File: config.mk
export PLATFORM = sky130hd
export DESIGN_NAME = tcm_port_arb_flat
export DESIGN_NICKNAME = d
export VERILOG_FILES = /design/src/rtl/tcm_port_arb_pkg.sv /design/src/rtl/tcm_port_arb_if.sv /design/src/rtl/tcm_port_arb_idfifo.sv /design/src/rtl/tcm_port_arb.sv /design/src/flat_wrapper.sv
export SDC_FILE = /design/constraint.sdc
export NUM_CORES = 1
export LEC_CHECK = 0
export CORE_AREA = 8 8 140 142
export CTS_CLUSTER_SIZE = 8
export DETAILED_ROUTE_END_ITERATION = 10
export DIE_AREA = 0 0 148 150
export PLACE_DENSITY = 0.57
export SYNTH_ARGS = -nofsm -noshare
export SYNTH_HDL_FRONTEND = slang
export SYNTH_HIERARCHICAL = 1
export SYNTH_SLANG_ARGS = --single-unit
File: constraint.sdc
create_clock -name clk_i -period 4.85 [get_ports clk_i]
set_input_delay 0.97 -clock clk_i [delete_from_list [all_inputs] [get_ports clk_i]]
set_output_delay 0.97 -clock clk_i [all_outputs]
set_load 0.03 [all_outputs]
File: src/rtl/tcm_port_arb_pkg.sv
// Shared definitions for the TCM data-port arbiter: source IDs and the
// request-valid encoding used by both requesters.
package tcm_port_arb_pkg;

  localparam logic SRC_CORE = 1'b0;
  localparam logic SRC_EXT  = 1'b1;

  // A requester is active when it reads or has any write-byte strobe set.
  function automatic logic req_valid(input logic rd, input logic [3:0] wr);
    return rd | (wr != 4'h0);
  endfunction

endpackage

File: src/rtl/tcm_port_arb_if.sv
// Bundle of core, external and TCM data-port signals for tcm_port_arb.
// The dut modport is the arbiter's view, the tb modport the environment's.
interface tcm_port_arb_if;
  logic        c_rd_i;
  logic [3:0]  c_wr_i;
  logic [31:0] c_addr_i;
  logic [31:0] c_data_wr_i;
  logic [10:0] c_req_tag_i;
  logic        c_accept_o;
  logic        c_ack_o;
  logic [31:0] c_data_rd_o;
  logic [10:0] c_resp_tag_o;

  logic        x_rd_i;
  logic [3:0]  x_wr_i;
  logic [31:0] x_addr_i;
  logic [31:0] x_data_wr_i;
  logic [10:0] x_req_tag_i;
  logic        x_accept_o;
  logic        x_ack_o;
  logic [31:0] x_data_rd_o;
  logic [10:0] x_resp_tag_o;

  logic        mem_d_rd_o;
  logic [3:0]  mem_d_wr_o;
  logic [31:0] mem_d_addr_o;
  logic [31:0] mem_d_data_wr_o;
  logic [10:0] mem_d_req_tag_o;
  logic        mem_d_accept_i;
  logic        mem_d_ack_i;
  logic [31:0] mem_d_data_rd_i;
  logic [10:0] mem_d_resp_tag_i;

  modport dut (
    input  c_rd_i, c_wr_i, c_addr_i, c_data_wr_i, c_req_tag_i,
    output c_accept_o, c_ack_o, c_data_rd_o, c_resp_tag_o,
    input  x_rd_i, x_wr_i, x_addr_i, x_data_wr_i, x_req_tag_i,
    output x_accept_o, x_ack_o, x_data_rd_o, x_resp_tag_o,
    output mem_d_rd_o, mem_d_wr_o, mem_d_addr_o, mem_d_data_wr_o, mem_d_req_tag_o,
    input  mem_d_accept_i, mem_d_ack_i, mem_d_data_rd_i, mem_d_resp_tag_i
  );

  modport tb (
    output c_rd_i, c_wr_i, c_addr_i, c_data_wr_i, c_req_tag_i,
    input  c_accept_o, c_ack_o, c_data_rd_o, c_resp_tag_o,
    output x_rd_i, x_wr_i, x_addr_i, x_data_wr_i, x_req_tag_i,
    input  x_accept_o, x_ack_o, x_data_rd_o, x_resp_tag_o,
    input  mem_d_rd_o, mem_d_wr_o, mem_d_addr_o, mem_d_data_wr_o, mem_d_req_tag_o,
    output mem_d_accept_i, mem_d_ack_i, mem_d_data_rd_i, mem_d_resp_tag_i
  );
endinterface

File: src/rtl/tcm_port_arb_idfifo.sv
// In-order FIFO of 1-bit source IDs, one entry per request in flight on
// the TCM data port. DEPTH must be a power of two so pointers wrap freely.
module tcm_arb_idfifo #(
  parameter int DEPTH = 2
) (
  input  logic                     clk_i,
  input  logic                     rst_i,
  input  logic                     push_i,
  input  logic                     pop_i,
  input  logic                     data_i,
  output logic                     data_o,
  output logic [$clog2(DEPTH):0]   count_o,
  output logic                     full_o,
  output logic                     empty_o
);
  localparam int AW = $clog2(DEPTH);
  localparam int CW = AW + 1;

  logic [DEPTH-1:0] r_mem;
  logic [AW-1:0]    r_wr_ptr;
  logic [AW-1:0]    r_rd_ptr;
  logic [CW-1:0]    r_count;

  // Storage, pointer and occupancy update; push and pop may coincide.
  always_ff @(posedge clk_i) begin
    if (rst_i) begin
      r_mem    <= '0;
      r_wr_ptr <= '0;
      r_rd_ptr <= '0;
      r_count  <= '0;
    end else begin
      if (push_i) begin
        r_mem[r_wr_ptr] <= data_i;
        r_wr_ptr        <= r_wr_ptr + AW'(1);
      end
      if (pop_i) begin
        r_rd_ptr <= r_rd_ptr + AW'(1);
      end
      case ({push_i, pop_i})
        2'b10:   r_count <= r_count + CW'(1);
        2'b01:   r_count <= r_count - CW'(1);
        default: r_count <= r_count;
      endcase
    end
  end

  assign data_o  = r_mem[r_rd_ptr];
  assign count_o = r_count;
  assign full_o  = (r_count == CW'(DEPTH));
  assign empty_o = (r_count == CW'(0));
endmodule

File: src/rtl/tcm_port_arb.sv
// Arbiter sharing one TCM data port between the core and an external
// (loader/debug) requester. Grants and responses are combinational; an ID
// FIFO remembers which source owns each outstanding request.
// Optional macro TCM_ARB_RR_EN: round-robin on contention (default: core wins).
module tcm_port_arb
  import tcm_port_arb_pkg::*;
#(
  parameter int DEPTH = 2
) (
  input  logic           clk_i,
  input  logic           rst_i,
  tcm_port_arb_if.dut    bus,
  output logic           err_o
);
  localparam int CW = $clog2(DEPTH) + 1;

  logic          w_c_req, w_x_req, w_grant_vld;
  logic          w_pick_src, w_grant_src;
  logic          w_can_accept, w_present, w_fire, w_pop;
  logic          w_head_src, w_full, w_empty;
  logic [CW-1:0] w_count;
  logic          r_hold_vld, r_hold_src, r_err;
`ifdef TCM_ARB_RR_EN
  logic          r_last_grant;
`endif

  assign w_c_req     = req_valid(bus.c_rd_i, bus.c_wr_i);
  assign w_x_req     = req_valid(bus.x_rd_i, bus.x_wr_i);
  assign w_grant_vld = w_c_req | w_x_req;

  // Fresh arbitration decision between the two requesters.
  always_comb begin
    w_pick_src = SRC_CORE;
    if (w_c_req && w_x_req) begin
`ifdef TCM_ARB_RR_EN
      w_pick_src = ~r_last_grant;
`else
      w_pick_src = SRC_CORE;
`endif
    end else if (w_x_req) begin
      w_pick_src = SRC_EXT;
    end else begin
      w_pick_src = SRC_CORE;
    end
  end

  // A stalled grant stays locked to its source while that source still requests.
  always_comb begin
    w_grant_src = w_pick_src;
    if (r_hold_vld && ((r_hold_src == SRC_EXT) ? w_x_req : w_c_req)) begin
      w_grant_src = r_hold_src;
    end else begin
      w_grant_src = w_pick_src;
    end
  end

  // A full tracker can still take a request when an ack frees a slot this cycle.
  assign w_can_accept = (w_count < CW'(DEPTH)) || (w_full && bus.mem_d_ack_i);
  // Only present requests the tracker can record, so the TCM never takes an untracked one.
  assign w_present    = w_grant_vld & w_can_accept;
  assign w_fire       = w_present & bus.mem_d_accept_i & ~rst_i;
  assign w_pop        = bus.mem_d_ack_i & ~w_empty & ~rst_i;

  assign bus.mem_d_rd_o      = w_present & ((w_grant_src == SRC_EXT) ? bus.x_rd_i : bus.c_rd_i);
  assign bus.mem_d_wr_o      = w_present ? ((w_grant_src == SRC_EXT) ? bus.x_wr_i : bus.c_wr_i) : 4'h0;
  assign bus.mem_d_addr_o    = (w_grant_src == SRC_EXT) ? bus.x_addr_i    : bus.c_addr_i;
  assign bus.mem_d_data_wr_o = (w_grant_src == SRC_EXT) ? bus.x_data_wr_i : bus.c_data_wr_i;
  assign bus.mem_d_req_tag_o = (w_grant_src == SRC_EXT) ? bus.x_req_tag_i : bus.c_req_tag_i;

  assign bus.c_accept_o = w_fire & (w_grant_src == SRC_CORE);
  assign bus.x_accept_o = w_fire & (w_grant_src == SRC_EXT);

  assign bus.c_ack_o      = w_pop & (w_head_src == SRC_CORE);
  assign bus.x_ack_o      = w_pop & (w_head_src == SRC_EXT);
  assign bus.c_data_rd_o  = bus.c_ack_o ? bus.mem_d_data_rd_i  : 32'h0;
  assign bus.c_resp_tag_o = bus.c_ack_o ? bus.mem_d_resp_tag_i : 11'h0;
  assign bus.x_data_rd_o  = bus.x_ack_o ? bus.mem_d_data_rd_i  : 32'h0;
  assign bus.x_resp_tag_o = bus.x_ack_o ? bus.mem_d_resp_tag_i : 11'h0;

  tcm_arb_idfifo #(.DEPTH(DEPTH)) u_idfifo (
    .clk_i   (clk_i),
    .rst_i   (rst_i),
    .push_i  (w_fire),
    .pop_i   (w_pop),
    .data_i  (w_grant_src),
    .data_o  (w_head_src),
    .count_o (w_count),
    .full_o  (w_full),
    .empty_o (w_empty)
  );

  // Grant lock: remember a presented-but-not-fired grant until it fires.
  always_ff @(posedge clk_i) begin
    if (rst_i) begin
      r_hold_vld <= 1'b0;
      r_hold_src <= SRC_CORE;
    end else if (w_grant_vld && !w_fire) begin
      r_hold_vld <= 1'b1;
      r_hold_src <= w_grant_src;
    end else begin
      r_hold_vld <= 1'b0;
      r_hold_src <= r_hold_src;
    end
  end

`ifdef TCM_ARB_RR_EN
  // Round-robin history: last source that actually issued; ext so core wins first.
  always_ff @(posedge clk_i) begin
    if (rst_i) begin
      r_last_grant <= SRC_EXT;
    end else if (w_fire) begin
      r_last_grant <= w_grant_src;
    end else begin
      r_last_grant <= r_last_grant;
    end
  end
`endif

  // Sticky error: an ack arrived while nothing was outstanding.
  always_ff @(posedge clk_i) begin
    if (rst_i) begin
      r_err <= 1'b0;
    end else if (bus.mem_d_ack_i && w_empty) begin
      r_err <= 1'b1;
    end else begin
      r_err <= r_err;
    end
  end

  assign err_o = r_err;
endmodule

File: src/flat_wrapper.sv
// flat-port wrapper written by rule: the top's interface ports become plain ports
module tcm_port_arb_flat import tcm_port_arb_pkg::*;
#(
  parameter int DEPTH = 2
)
  (clk_i, rst_i, err_o, bus_c_rd_i, bus_c_wr_i, bus_c_addr_i, bus_c_data_wr_i, bus_c_req_tag_i, bus_c_accept_o, bus_c_ack_o, bus_c_data_rd_o, bus_c_resp_tag_o, bus_x_rd_i, bus_x_wr_i, bus_x_addr_i, bus_x_data_wr_i, bus_x_req_tag_i, bus_x_accept_o, bus_x_ack_o, bus_x_data_rd_o, bus_x_resp_tag_o, bus_mem_d_rd_o, bus_mem_d_wr_o, bus_mem_d_addr_o, bus_mem_d_data_wr_o, bus_mem_d_req_tag_o, bus_mem_d_accept_i, bus_mem_d_ack_i, bus_mem_d_data_rd_i, bus_mem_d_resp_tag_i);
  tcm_port_arb_if bus_i ();
  input  logic clk_i;
  input  logic rst_i;
  output logic err_o;
  input wire logic [$bits(bus_i.c_rd_i)-1:0] bus_c_rd_i;
  input wire logic [$bits(bus_i.c_wr_i)-1:0] bus_c_wr_i;
  input wire logic [$bits(bus_i.c_addr_i)-1:0] bus_c_addr_i;
  input wire logic [$bits(bus_i.c_data_wr_i)-1:0] bus_c_data_wr_i;
  input wire logic [$bits(bus_i.c_req_tag_i)-1:0] bus_c_req_tag_i;
  output wire logic [$bits(bus_i.c_accept_o)-1:0] bus_c_accept_o;
  output wire logic [$bits(bus_i.c_ack_o)-1:0] bus_c_ack_o;
  output wire logic [$bits(bus_i.c_data_rd_o)-1:0] bus_c_data_rd_o;
  output wire logic [$bits(bus_i.c_resp_tag_o)-1:0] bus_c_resp_tag_o;
  input wire logic [$bits(bus_i.x_rd_i)-1:0] bus_x_rd_i;
  input wire logic [$bits(bus_i.x_wr_i)-1:0] bus_x_wr_i;
  input wire logic [$bits(bus_i.x_addr_i)-1:0] bus_x_addr_i;
  input wire logic [$bits(bus_i.x_data_wr_i)-1:0] bus_x_data_wr_i;
  input wire logic [$bits(bus_i.x_req_tag_i)-1:0] bus_x_req_tag_i;
  output wire logic [$bits(bus_i.x_accept_o)-1:0] bus_x_accept_o;
  output wire logic [$bits(bus_i.x_ack_o)-1:0] bus_x_ack_o;
  output wire logic [$bits(bus_i.x_data_rd_o)-1:0] bus_x_data_rd_o;
  output wire logic [$bits(bus_i.x_resp_tag_o)-1:0] bus_x_resp_tag_o;
  output wire logic [$bits(bus_i.mem_d_rd_o)-1:0] bus_mem_d_rd_o;
  output wire logic [$bits(bus_i.mem_d_wr_o)-1:0] bus_mem_d_wr_o;
  output wire logic [$bits(bus_i.mem_d_addr_o)-1:0] bus_mem_d_addr_o;
  output wire logic [$bits(bus_i.mem_d_data_wr_o)-1:0] bus_mem_d_data_wr_o;
  output wire logic [$bits(bus_i.mem_d_req_tag_o)-1:0] bus_mem_d_req_tag_o;
  input wire logic [$bits(bus_i.mem_d_accept_i)-1:0] bus_mem_d_accept_i;
  input wire logic [$bits(bus_i.mem_d_ack_i)-1:0] bus_mem_d_ack_i;
  input wire logic [$bits(bus_i.mem_d_data_rd_i)-1:0] bus_mem_d_data_rd_i;
  input wire logic [$bits(bus_i.mem_d_resp_tag_i)-1:0] bus_mem_d_resp_tag_i;
  assign bus_i.c_rd_i = bus_c_rd_i;
  assign bus_i.c_wr_i = bus_c_wr_i;
  assign bus_i.c_addr_i = bus_c_addr_i;
  assign bus_i.c_data_wr_i = bus_c_data_wr_i;
  assign bus_i.c_req_tag_i = bus_c_req_tag_i;
  assign bus_c_accept_o = bus_i.c_accept_o;
  assign bus_c_ack_o = bus_i.c_ack_o;
  assign bus_c_data_rd_o = bus_i.c_data_rd_o;
  assign bus_c_resp_tag_o = bus_i.c_resp_tag_o;
  assign bus_i.x_rd_i = bus_x_rd_i;
  assign bus_i.x_wr_i = bus_x_wr_i;
  assign bus_i.x_addr_i = bus_x_addr_i;
  assign bus_i.x_data_wr_i = bus_x_data_wr_i;
  assign bus_i.x_req_tag_i = bus_x_req_tag_i;
  assign bus_x_accept_o = bus_i.x_accept_o;
  assign bus_x_ack_o = bus_i.x_ack_o;
  assign bus_x_data_rd_o = bus_i.x_data_rd_o;
  assign bus_x_resp_tag_o = bus_i.x_resp_tag_o;
  assign bus_mem_d_rd_o = bus_i.mem_d_rd_o;
  assign bus_mem_d_wr_o = bus_i.mem_d_wr_o;
  assign bus_mem_d_addr_o = bus_i.mem_d_addr_o;
  assign bus_mem_d_data_wr_o = bus_i.mem_d_data_wr_o;
  assign bus_mem_d_req_tag_o = bus_i.mem_d_req_tag_o;
  assign bus_i.mem_d_accept_i = bus_mem_d_accept_i;
  assign bus_i.mem_d_ack_i = bus_mem_d_ack_i;
  assign bus_i.mem_d_data_rd_i = bus_mem_d_data_rd_i;
  assign bus_i.mem_d_resp_tag_i = bus_mem_d_resp_tag_i;
  tcm_port_arb #(.DEPTH(DEPTH)) u_core (.clk_i(clk_i), .rst_i(rst_i), .bus(bus_i), .err_o(err_o));
endmodule
==> flow_metrics.env <==
export IMPL_status="finished, final reports clean"
export IMPL_grt_pass1_vias=3530
export IMPL_core_region_area_sq_mm=0.0175
export IMPL_cts_repair_resized=0
export IMPL_worst_slew_pin_slew_ps=685
export IMPL_ant_nets=0
export IMPL_synth_seq_area_share=0.0829
export IMPL_grt_pass1_wl_mm=22.8
export IMPL_num_antenna_cells=0
export IMPL_fin_area_sq_mm=0.00620
export IMPL_synthTopCellsByArea="mux2_2 (25%), mux2_4 (19%), and2_1 (13%)"
export IMPL_cts_tree="built"
export IMPL_fin_nets=831
export IMPL_critPathArrivalTime_ps=3540
export IMPL_yosys_warnings=6
export IMPL_crit_path_frequent_cell="clkdlybuf4s50_1"
export IMPL_yosys_area_top_type="mux2_2"
export IMPL_postCtsHoldBufs=0
export IMPL_critPathKind="input port to output pin"
export IMPL_critPathMaxStageDelay_ps=620
export IMPL_die_h_microns=150
export IMPL_track_usage=0.133
export IMPL_post_dp_cell_area_sq_mm=0.00612
export IMPL_syn_inst=255
export IMPL_ys_seq_elements=9
export IMPL_post_cts_setup_buffers=0
export IMPL_avgRoutedWirePerCell_microns=19.3
export IMPL_cp_max_fo=41
export IMPL_dpl_hpwl_mm=14.5
export IMPL_drt_first_pass_iters=4
export IMPL_ios=378
export IMPL_synth_distinct_cells=36
export IMPL_min_path_type="flop to flop"
export IMPL_grt_setup_unrepaired="no"
export IMPL_syn_avg_cell_area_sq_um=8.53
export IMPL_die_area_sq_mm=0.0222
export IMPL_syn_to_final_growth_pct=185
export IMPL_synth_top_cell_area_share=0.249
export IMPL_cap_violations=0
export IMPL_cts_sinks=9
export IMPL_multiInputGateArea_sq_mm=0.00189
export IMPL_finalNonFillerCells=851
export IMPL_num_rows=49
export IMPL_final_common_cell="clkdlybuf4s50_1"
export IMPL_drc=0
export IMPL_clkSlewWorstSetupHoldPaths_ps=40
export IMPL_slew_violations=0
export IMPL_powerDensity_mw_per_mm2=124
export IMPL_max_slew_margin=0.539
export IMPL_dp_cells=847
export IMPL_grt_max_degree=46
export IMPL_period_share=0.929
export IMPL_grt_antenna_before_repair=0
export IMPL_routed_wl_mm=16.4
export IMPL_root_buffer="clkbuf_16"
export IMPL_htreeDepth=1
export IMPL_port_buffers=377
export IMPL_final_seq_area_sq_um=180
export IMPL_clock_latency_ps=230
export IMPL_drt_initial_drc_count=53
export IMPL_crit_chain="clkdlybuf4s50_1 -> or4_1 -> o21ai_4 -> buf_12 -> mux2_2 -> clkdlybuf4s50_1"
export IMPL_fmax_ghz=0.222
export IMPL_fill_cells=1827
export IMPL_cts_made_buffers=3
export IMPL_peakVddDrop_mv=0.0760
export IMPL_cp_start_kind="input port"
export IMPL_vias_per_cell=3.90
export IMPL_initial_core_util=0.124
export IMPL_final_cell_mix="clkdlybuf4s50_1 (326), buf_4 (52), mux2_2 (48)"
export IMPL_syn_nets=463
export IMPL_fin_skew_ps=0.885
export IMPL_num_vias=3318
export IMPL_cpMaxStageDelayCell="clkdlybuf4s50_1"
export IMPL_grt_remaining_overflow=0
export IMPL_period_needed_ps=4510
export IMPL_gp_congestion=0.870
export IMPL_hold_ws_ps=477
export IMPL_synth_area_sq_mm=0.00217
export IMPL_finalSetupViolations=0
export IMPL_crit_required_ps=3880
export IMPL_die_x_microns=148
export IMPL_fin_setup_tns_ps=0
export IMPL_p_leak_nw=2.69
export IMPL_finalHoldViolations=0
export IMPL_crit_path_end_kind="output pin"
export IMPL_clock_path_buffers=2
export IMPL_drive_above_1_share=0.232
-- cell usage after synthesis, drive strengths merged --
cell and n:
xnor2 2, a211oi 2, and3 43, a21boi 1, clkbuf 12, a21oi 11, and2 45, nor2 9
a21o 1, o21ai 8, nor3 1, inv 3, nand2b 1, mux2i 1, nor3b 3, o21a 1
or3b 1, nor2b 1, buf 8, and2b 1, nand3 1, o22ai 1, ha 1, or3 1
nand2 7, or2 1, xor2 1, or4 2, mux2 76, dfxtp 9
-- path summary, 6_finish.rpt --
check                           slack (ps)                        from  depth (start not counted)                         end
worst max-delay path                   340               bus_x_wr_i[0]                          6        bus_mem_d_addr_o[21]
worst min-delay path                   480    u_core/u_idfifo/r_mem[1]                          2    u_core/u_idfifo/r_mem[1]
worst max register to register        2150  u_core/u_idfifo/count_o[0]                          8  u_core/u_idfifo/count_o[1]
worst min register to register         480    u_core/u_idfifo/r_mem[1]                          2    u_core/u_idfifo/r_mem[1]
-- flip-flops by register name, summed over array words and instances, names as in the netlist --
register	flops
u_core/u_idfifo/count_o	2
u_core/u_idfifo/r_mem	2
u_core/err_o	1
u_core/r_hold_vld	1
u_core/u_idfifo/r_rd_ptr	1
u_core/r_hold_src	1
u_core/u_idfifo/r_wr_ptr	1
-- metrics by stage --
step	util	total power (W)	setup WS, ps
floorplan	-	0.000316	1260
global placement	0.349	0.000624	354
detailed placement	0.349	0.000628	339
CTS	0.354	0.000778	341
global route	0.354	0.000803	249
finish	0.354	0.000768	343
-- metal layers --
metal / vias to the layer above / GRT usage / routed length [microns]
met5: - / 0 / 0
met4: 0 / 0.0138 / 99
met3: 8 / 0.0321 / 1050
met2: 128 / 0.268 / 9210
met1: 1537 / 0.139 / 6060
li1: 1645 / - / -
-- logic make-up after synthesis --
| kind of cell | Yosys count | synth area share |
|---|---|---|
| AND/OR/NAND/NOR | 117 | 0.326 |
| multiplexers | 77 | 0.446 |
| AO/OA/AOI/OAI | 25 | 0.0708 |
| buffers and inverters | 23 | 0.0558 |
| flip-flops | 9 | 0.0829 |
| XOR/XNOR | 3 | 0.0121 |
| adder cells (fa/ha/maj) | 1 | 0.00575 |
-- worst max-delay path, delay by kind of cell --
family	cells	cell delay, ps
and+or+nand+nor	1	610
AOI/OAI and AO/OA	1	250
muxes	1	360
buffers and inverters	3	1310
-- area by class of cell --
class,instances,area share
flip-flops and latches,9,0.0291
well taps,229,0.0462
inverters,3,0.00182
clock buffers,4,0.0127
multi-input cells,223,0.305
repair buffers,383,0.605
-- power breakdown --
part           leakage [nW]  internal, W  switching [W]  total (W)
logic                  2.58     0.000302       0.000238   0.000540
clock network        0.0382     0.000110      0.0000336   0.000143
registers            0.0737    0.0000800     0.00000482  0.0000848
total                  2.69     0.000491       0.000277   0.000768
No activity file was read; power rests on OpenSTA's default activity.
